$ cat src/rtl/alu_pkg.sv
// Shared definitions for the ALU request scheduler:
// opcodes, scheduler states and the per-opcode ALU hold time.
package alu_pkg;

    localparam logic [2:0] ALU_ADD  = 3'd0;
    localparam logic [2:0] ALU_SUB  = 3'd1;
    localparam logic [2:0] ALU_MULT = 3'd2;
    localparam logic [2:0] ALU_NAND = 3'd3;
    localparam logic [2:0] ALU_DIV  = 3'd4;
    localparam logic [2:0] ALU_MOD  = 3'd5;
    localparam logic [2:0] ALU_ROTL = 3'd6;
    localparam logic [2:0] ALU_NOP  = 3'd7;

    typedef enum logic [1:0] {
        S_IDLE,
        S_EXEC,
        S_RESP
    } state_t;

    function automatic logic [7:0] op_lat(
        input logic [2:0] op,
        input int         mult_lat,
        input int         div_lat
    );
        logic [7:0] l;
        l = 8'd1;
        unique case (1'b1)
            (op == ALU_MULT): l = 8'(mult_lat);
            (op == ALU_DIV),
            (op == ALU_MOD):  l = 8'(div_lat);
            default:          l = 8'd1;
        endcase
        return l;
    endfunction

endpackage

$ cat src/rtl/rr_arbiter.sv
// Rotating-priority arbiter: the first requester at or
// after ptr (wrapping) wins; one-hot grant plus index.
module rr_arbiter #(
    parameter int N  = 2,
    parameter int IW = 1
) (
    input  logic [N-1:0]  req,
    input  logic [IW-1:0] ptr,
    output logic [N-1:0]  gnt,
    output logic [IW-1:0] idx,
    output logic          any
);

    always_comb begin : arb
        int j;
        j   = 0;
        gnt = '0;
        idx = '0;
        any = 1'b0;
        for (int i = 0; i < N; i++) begin
            j = int'(ptr) + i;
            if (j >= N) j = j - N;
            if (!any && req[j]) begin
                any    = 1'b1;
                gnt[j] = 1'b1;
                idx    = IW'(j);
            end
        end
    end

endmodule

$ cat src/rtl/alu_sched.sv
// Round-robin scheduler sharing one ALU among requesters.
// Optional: ALU_SCHED_DIV0_TRAP_EN traps DIV/MOD by zero.
module alu_sched
    import alu_pkg::*;
#(
    parameter int NUM_REQ  = 2,
    parameter int NUM_BITS = 16,
    parameter int OP_BITS  = 3,
    parameter int MULT_LAT = 2,
    parameter int DIV_LAT  = 4,
    localparam int IW = (NUM_REQ > 1) ? $clog2(NUM_REQ) : 1
) (
    input  logic                        clk,
    input  logic                        rst,
    input  logic [NUM_REQ-1:0]          req_valid,
    output logic [NUM_REQ-1:0]          req_ready,
    input  logic [NUM_REQ*OP_BITS-1:0]  req_op,
    input  logic [NUM_REQ*NUM_BITS-1:0] req_a,
    input  logic [NUM_REQ*NUM_BITS-1:0] req_b,
    output logic [OP_BITS-1:0]          alu_operator,
    output logic [NUM_BITS-1:0]         alu_op1,
    output logic [NUM_BITS-1:0]         alu_op2,
    input  logic [NUM_BITS-1:0]         alu_result,
    output logic                        rsp_valid,
    input  logic                        rsp_ready,
    output logic [IW-1:0]               rsp_id,
    output logic [NUM_BITS-1:0]         rsp_data,
    output logic                        rsp_err
);

    state_t state, state_n;

    logic [IW-1:0]       ptr;
    logic [IW-1:0]       id_q;
    logic [IW-1:0]       win_idx;
    logic [NUM_REQ-1:0]  win_gnt;
    logic                win_any;

    logic [OP_BITS-1:0]  op_q;
    logic [NUM_BITS-1:0] a_q;
    logic [NUM_BITS-1:0] b_q;
    logic [7:0]          cnt;
    logic                trap_q;
    logic [NUM_BITS-1:0] data_q;
    logic                err_q;

    logic [OP_BITS-1:0]  sel_op;
    logic [NUM_BITS-1:0] sel_a;
    logic [NUM_BITS-1:0] sel_b;
    logic                sel_trap;
    logic [7:0]          sel_lat;

    rr_arbiter #(
        .N  (NUM_REQ),
        .IW (IW)
    ) u_arb (
        .req (req_valid),
        .ptr (ptr),
        .gnt (win_gnt),
        .idx (win_idx),
        .any (win_any)
    );

    assign sel_op = req_op[int'(win_idx)*OP_BITS +: OP_BITS];
    assign sel_a  = req_a[int'(win_idx)*NUM_BITS +: NUM_BITS];
    assign sel_b  = req_b[int'(win_idx)*NUM_BITS +: NUM_BITS];

`ifdef ALU_SCHED_DIV0_TRAP_EN
    assign sel_trap = ((sel_op == ALU_DIV) || (sel_op == ALU_MOD))
                      && (sel_b == '0);
`else
    assign sel_trap = 1'b0;
`endif

    assign sel_lat = sel_trap ? 8'd1
                   : op_lat(sel_op, MULT_LAT, DIV_LAT);

    assign rsp_id   = id_q;
    assign rsp_data = data_q;
    assign rsp_err  = err_q;

    always_comb begin
        state_n      = state;
        req_ready    = '0;
        alu_operator = OP_BITS'(ALU_NOP);
        alu_op1      = '0;
        alu_op2      = '0;
        rsp_valid    = 1'b0;
        unique case (state)
            S_IDLE: begin
                if (win_any) begin
                    req_ready = win_gnt;
                    state_n   = S_EXEC;
                end
            end
            S_EXEC: begin
                // a trapped divide keeps the ALU idle
                if (!trap_q) begin
                    alu_operator = op_q;
                    alu_op1      = a_q;
                    alu_op2      = b_q;
                end
                if (cnt == 8'd0) state_n = S_RESP;
            end
            S_RESP: begin
                rsp_valid = 1'b1;
                if (rsp_ready) state_n = S_IDLE;
            end
            default: state_n = S_IDLE;
        endcase
    end

    always_ff @(posedge clk) begin
        if (!rst) begin
            state  <= S_IDLE;
            ptr    <= '0;
            id_q   <= '0;
            op_q   <= OP_BITS'(ALU_NOP);
            a_q    <= '0;
            b_q    <= '0;
            cnt    <= '0;
            trap_q <= 1'b0;
            data_q <= '0;
            err_q  <= 1'b0;
        end else begin
            state <= state_n;
            unique case (state)
                S_IDLE: begin
                    if (win_any) begin
                        id_q   <= win_idx;
                        op_q   <= sel_op;
                        a_q    <= sel_a;
                        b_q    <= sel_b;
                        trap_q <= sel_trap;
                        cnt    <= sel_lat - 8'd1;
                    end
                end
                S_EXEC: begin
                    if (cnt == 8'd0) begin
                        data_q <= trap_q ? '1 : alu_result;
                        err_q  <= trap_q;
                    end else begin
                        cnt <= cnt - 8'd1;
                    end
                end
                S_RESP: begin
                    if (rsp_ready) begin
                        ptr <= (id_q == IW'(NUM_REQ - 1))
                               ? '0 : id_q + 1'b1;
                    end
                end
                default: ;
            endcase
        end
    end

endmodule

$ cat config.mk
export PLATFORM = sky130hd
export DESIGN_NAME = alu_sched
export DESIGN_NICKNAME = d
export VERILOG_FILES = /design/src/rtl/alu_pkg.sv /design/src/rtl/rr_arbiter.sv /design/src/rtl/alu_sched.sv
export SDC_FILE = /design/constraint.sdc
export NUM_CORES = 1
export LEC_CHECK = 0
export ABC_AREA = 1
export CAP_MARGIN = 10
export CORE_MARGIN = 5
export CORE_UTILIZATION = 44
export CTS_BUF_LIST = sky130_fd_sc_hd__clkbuf_8
export DETAILED_ROUTE_END_ITERATION = 7
export PLACE_DENSITY = 0.95
export SYNTH_ARGS = -nofsm -noshare
export SYNTH_HDL_FRONTEND = slang
export SYNTH_SLANG_ARGS = --single-unit
export TNS_END_PERCENT = 20
$ cat constraint.sdc
create_clock -name clk -period 4.55 [get_ports clk]
set_input_delay 0.455 -clock clk [delete_from_list [all_inputs] [get_ports clk]]
set_output_delay 0.455 -clock clk [all_outputs]
set_load 0.05 [all_outputs]
# Word-level counts from Yosys, hierarchy flattened
# Cells that the tools add are included.
totals:
  ram_bits: 0
  romBits: 0
  word_cells: 80
  in_bits: 91
  register_bits: 63
  latch_bits: 0
  n_memories: 0
  out_inout_bits: 56
classes:
  n_mux: 33
  add_sub_neg: 6
  div: 0
  n_shift: 3
  magnitude_cmp: 6
  n_mul: 1
  reduce_logical: 13
  bitwise_logic: 1
  eq_ne: 9
op_table:
  columns: ["op", "count"]
  rows:
  - ["32-bit by 1-bit greater-or-equal comparator with 1-bit output, second input constant", 2]
  - ["32-bit by 3-bit less-than comparator with 1-bit output, second input constant", 2]
  - ["32-bit 2-to-1 mux", 2]
  - ["32-bit by 6-bit variable part select with 16-bit output", 2]
  - ["32-bit by 3-bit greater-or-equal comparator with 1-bit output, second input constant", 1]
  - ["16-bit 2-to-1 mux", 2]
  - ["32-bit by 3-bit subtractor with 32-bit output, second input constant", 1]
  - ["8-bit 2-to-1 mux", 2]
  - ["8-bit one-hot mux with 2 select lines", 1]
  - ["1-bit 2-to-1 mux", 14]
  - ["2-bit 2-to-1 mux", 7]
  - ["8-bit logical NOT", 1]
  - ["8-bit by 1-bit subtractor with 8-bit output, second input constant", 1]
  - ["3-bit == test, second input constant", 2]
  - ["2-bit inequality test, second input constant", 3]
  - ["2-bit one-hot mux with 3 select lines", 1]
  - ["3-bit one-hot mux with 2 select lines", 1]
  - ["2-bit AND reduction", 3]
  - ["3-bit AND reduction", 2]
  - ["6-bit by 4-bit variable part select with 3-bit output", 1]
  - ["3-bit by 1-bit subtractor with 4-bit output, second input constant", 1]
  - ["3-bit by 2-bit == test with 1-bit output, second input constant", 1]
  - ["1-bit logical AND", 3]
  - ["1-bit by 2-bit multiplier with 3-bit output, second input constant", 1]
  - ["14 further kinds", 15]

# Depth between registers and ports, before layout
logic_depth:
  depth_word: 17
  mapped_depth: 10
  ltp_nobuf: 10

# Cells and area by module
# A second synthesis with hierarchy kept.
unflattened:
  hier_cells: 460
  area_unflattened_um2: 3080.5
by_module_without_submodules:
  columns: ["mod", "area_per_inst_um2", "cells_per_inst", "instances", "seq_area_each_um2"]
  rows:
  - ["alu_sched", 3025.4, 446, 1, 1261.2]
  - ["rr_arbiter", 55.1, 14, 1, 0.0]

# Least setup slack after synthesis
# Ideal clock, no wire load.
synth_timing:
  path_type: "reg-to-output"
  from: "register state[0]"
  to: "output alu_op1[0]"
  required_ps: 4095
  path_stages_with_launch: 6
  path_slack_ps: 2615
  t_arrival_ps: 1480
  path_cell_list: "dfxtp_1 -> inv_2 -> nor2_4 -> inv_2 -> buf_1 -> nor2_1"
synth_via:
  elab_chain_len: 2
synth_rtl:
  columns: ["element", "line_no", "source"]
  rows:
  - ["start: declaration", "alu_sched.sv:31", "state_t state, state_n;"]
  - ["start signal: assignment", "alu_sched.sv:126", "state <= state_n;"]
  - ["2-bit by 1-bit == test with 1-bit output", "alu_sched.sv:89", "unique case (state)"]
  - ["16-bit 2-to-1 mux", "alu_sched.sv:89", null]
  - ["end: declaration", "alu_sched.sv:21", "output logic [NUM_BITS-1:0] alu_op1,"]
# Every way passes these cells.

# Worst setup path after layout
layout_timing:
  from: "register state[0]"
  to: "output alu_op2[1]"
layout_via:
  elab_chain_len: 2
layout_rtl:
  columns: ["element", "line_no", "source"]
  rows:
  - ["2-bit by 1-bit == test with 1-bit output", "alu_sched.sv:89", null]
  - ["16-bit 2-to-1 mux", "alu_sched.sv:89", null]
  - ["end: declaration", "alu_sched.sv:22", "output logic [NUM_BITS-1:0] alu_op2,"]
# Every way passes these cells.

==> results by group <==
Run status
  • Status: completed

Run
  • Maxcap violations: 0

STA
  • Setup violators final: 0
  • Clock skew: approximately 0.013 ns
  • Slew headroom: a little over two fifths
  • Pins Over Slew Limit: 0
  • Hold WS: between 0.4 and 0.5 ns
  • Setup TNS: 0 ns
  • Least-Margin Pin Slew: approximately 0.86 ns
  • Achievable Freq: 316 MHz
  • Final Cycle Share: 69.5%
  • Final hold vios: 0
  • RSZ-0062 raised after global routing: no
  • Fin crit period: approximately 3.2 ns

Pwr
  • Maximum VDD drop: between 0.3 and 0.4 mV
  • Combinational Power Share: between 50% and 60%
  • Clock network power share: 19.9%
  • Power density cells: roughly 600 nW/um2
  • Leakage: 1.80 nW
  • Net Sw Frac: between 40 and 50%
  • Int Pwr: ~1.5 mW
  • Switching power: 1.29 mW
  • Sequential share of power: approximately 28%

Synth
  • Post-synth EDFFs: 0
  • Synth warn: 0
  • Mux cell area share after synthesis: 0%
  • Synth top cells by count: 89 x nor2_1, 63 x dfxtp_1, 51 x nand2_1
  • Synth area leaders: dfxtp_1 42%, nor2_1 11%, nand2_1 6.4%, o22ai_2 6.3%, inv_1 5.9%
  • Largest family of logic cells by synthesized area: simple AND/OR/NAND/NOR gates
  • Synth Cell Area: between 2000 and 3000 um2
  • Top cell type by total area after synthesis: dfxtp_1
  • Post-synth top area share: 42.1%
  • Synth Area in Adders: 0.417%
  • Avg Cell Area, Syn: a little over 7 um2
  • Simple-Gate Fraction of Synth Area: roughly a quarter
  • Synth Area in XOR/XNOR: less than 1%
  • Synth Flop Type: dfxtp_1
  • Sequential share of the synthesized area: between 40% and 50%
  • Compound-Gate Fraction of Synth Area: 21.2%
  • Unique masters post-synth: 29
  • Flops & latches, synth: 63
  • Most used standard cell by instance count after synthesis: nor2_1
  • Synthesized Nets: 506
  • Post-Syn Instances: 414
  • Async SR Flop Fraction: 0%

Detailed routing
  • Detail Route Antenna Nets: 0
  • Routed len/inst: 15.5 um
  • Total Wirelength: ~10000 um
  • Vias per std cell: 5.25
  • Vias: around 3300
  • # DRC: 0
  • Router iterations before antenna repair: 4
  • Iter 0 DRT Violations: between 200 and 250

Clock tree
  • Worst-path clk slew: approximately 0.07 ns
  • CTS tree: built
  • PostCTS Resize Cnt: 0
  • Total CTS buffers: 9
  • Hold Buf Count CTS: 0
  • Root buf cell: clkbuf_8
  • H-tree levels: 3
  • Clock sink total: between 60 and 70
  • Clk buf depth: 2
  • Post-CTS Setup Inserts: 0
  • Clock Latency Late Sink: about 0.34 ns

Critical path
  • Crit path DAT: approximately 2.7 ns
  • CP max FO: 37
  • CP endpoint kind: output port
  • Crit Path Category: flip-flop to output port
  • Max incr delay on CP: about 0.84 ns
  • Setup crit start kind: flip-flop
  • Crit path max-delay cell type: clkdlybuf4s50_1
  • Most Frequent Cell on Critical Path: inv_2
  • Worst endpoint required time: 4.09 ns
  • CP Cell Sequence: inv_2 -> nor2_4 -> inv_2 -> nor2_1 -> clkdlybuf4s50_1

Global route
  • Largest net degree at the start of global routing: 38
  • Global-route wire length before repair: approximately 15000 um
  • GRT overflow: 0
  • Total track usage: ~22%
  • Vias in the first global route: about 3200
  • Initial antenna violation count: 0

Min path
  • Min-delay worst type: flip-flop to flip-flop

Floorplan
  • Die Height: 92.5 um
  • Core footprint: 6720 um2
  • Ports: ~150
  • Initial core utilization: about 45%
  • Width of the die: between 90 and 100 um
  • Total Die Area: about 8600 um2
  • Row count: 30

Final layout
  • Layout cells sized above 1: a little over 8%
  • Final instance area: 4650 um2
  • Layout Nets: 640
  • Ant diodes: 0
  • Layout Area Growth over Synthesis: 55.2%

Place
  • IO buf count: 145
  • RePlAce Congestion: between 0.8 and 0.9
  • DP Area: roughly 4400 um2
  • DPL Wire Length: around 7200 um
-- registers in the layout, summed over array words and instances, names as in the netlist --
signal and count:
a_q 16, b_q 16, rsp_data 16, cnt 8, op_q 3, state 2
ptr 1, rsp_id 1
-- worst max-delay path: cells and delay by family, from the launching register on --
kind	cells	cell delay [ns]
and+or+nand+nor	2	0.69
buffers and inverters	3	1.32
DFF	1	0.35
-- per-stage QoR --
| step | util, % | worst slack (ns) | total power [mW] | cells |
|---|---|---|---|---|
| 3_3_place_gp | 65.8 | 1.86 | 2.17 | 617 |
| 2_1_floorplan | - | 2.62 | 1.85 | 414 |
| 4_1_cts | 69.2 | 1.40 | 2.79 | 633 |
| 6_report | 69.2 | 1.39 | 2.77 | 633 |
| 3_5_place_dp | 65.8 | 1.78 | 2.22 | 617 |
| 5_1_grt | 69.2 | 1.26 | 2.94 | 633 |
-- layout by cell type, fill, tap and decap left out, drive strengths merged, types with 2 or more instances in the layout --
cell and instances:
o22ai 32, dfxtp 63, clkbuf 9, a32oi 2, clkinv 3, inv 55, bufinv 2, nor2 95
o21ai 37, a21oi 24, clkdlybuf4s50 145, nand2 52, nand3 26
-- final cells by class --
| type | instances | area (um2) |
|---|---|---|
| clock buffers | 9 | 124 |
| multi-input cells | 275 | 1410 |
| fillers | 506 | 2070 |
| clock inverters | 7 | 104 |
| repair buffers | 146 | 1460 |
| inverters | 53 | 199 |
| well taps | 80 | 100 |
| flip-flops and latches | 63 | 1260 |
-- power groups by stage --
stage                     Combinational [mW]  Sequential, mW  Clock (mW)
final                                   1.44           0.785       0.551
after floorplan                        0.930           0.916           0
after CTS                               1.44           0.783       0.560
after global placement                  1.38           0.787           0
after global routing                    1.55           0.803       0.587
after detailed placement                1.43           0.795           0
-- layer usage --
layer  vias to the layer above  track usage (%)  share of wire, %  routed length (um)
met5                         -                0                 0                   0
met4                         0             7.05               1.7                 163
met3                        15             5.36               8.6                 843
met2                       130             39.6                51                4960
met1                      1563             26.4                39                3820
li1                       1614                -                 -                   -
-- logic make-up (layout without fill, tap and decap cells) --
group | Yosys count | count (layout)
simple gates | 175 | 175
compound gates | 97 | 97
buf+inv | 76 | 215
flops | 63 | 63
fa+ha+maj | 1 | 1
other cells | 1 | 1
xor+xnor | 1 | 1
-- final timing paths --
kind                               from                   end  slack, ns  depth (start not counted)
setup / recovery  state[0]$_SDFFE_PN0P_            alu_op2[1]       1.39                          5
hold / removal     op_q[0]$_SDFFE_PN1P_  op_q[0]$_SDFFE_PN1P_       0.46                          2
setup reg to reg  state[0]$_SDFFE_PN0P_   cnt[4]$_SDFFE_PN0P_       2.36                          7
hold reg to reg    op_q[0]$_SDFFE_PN1P_  op_q[0]$_SDFFE_PN1P_       0.46                          2
Power figures use the tool's default switching activity.
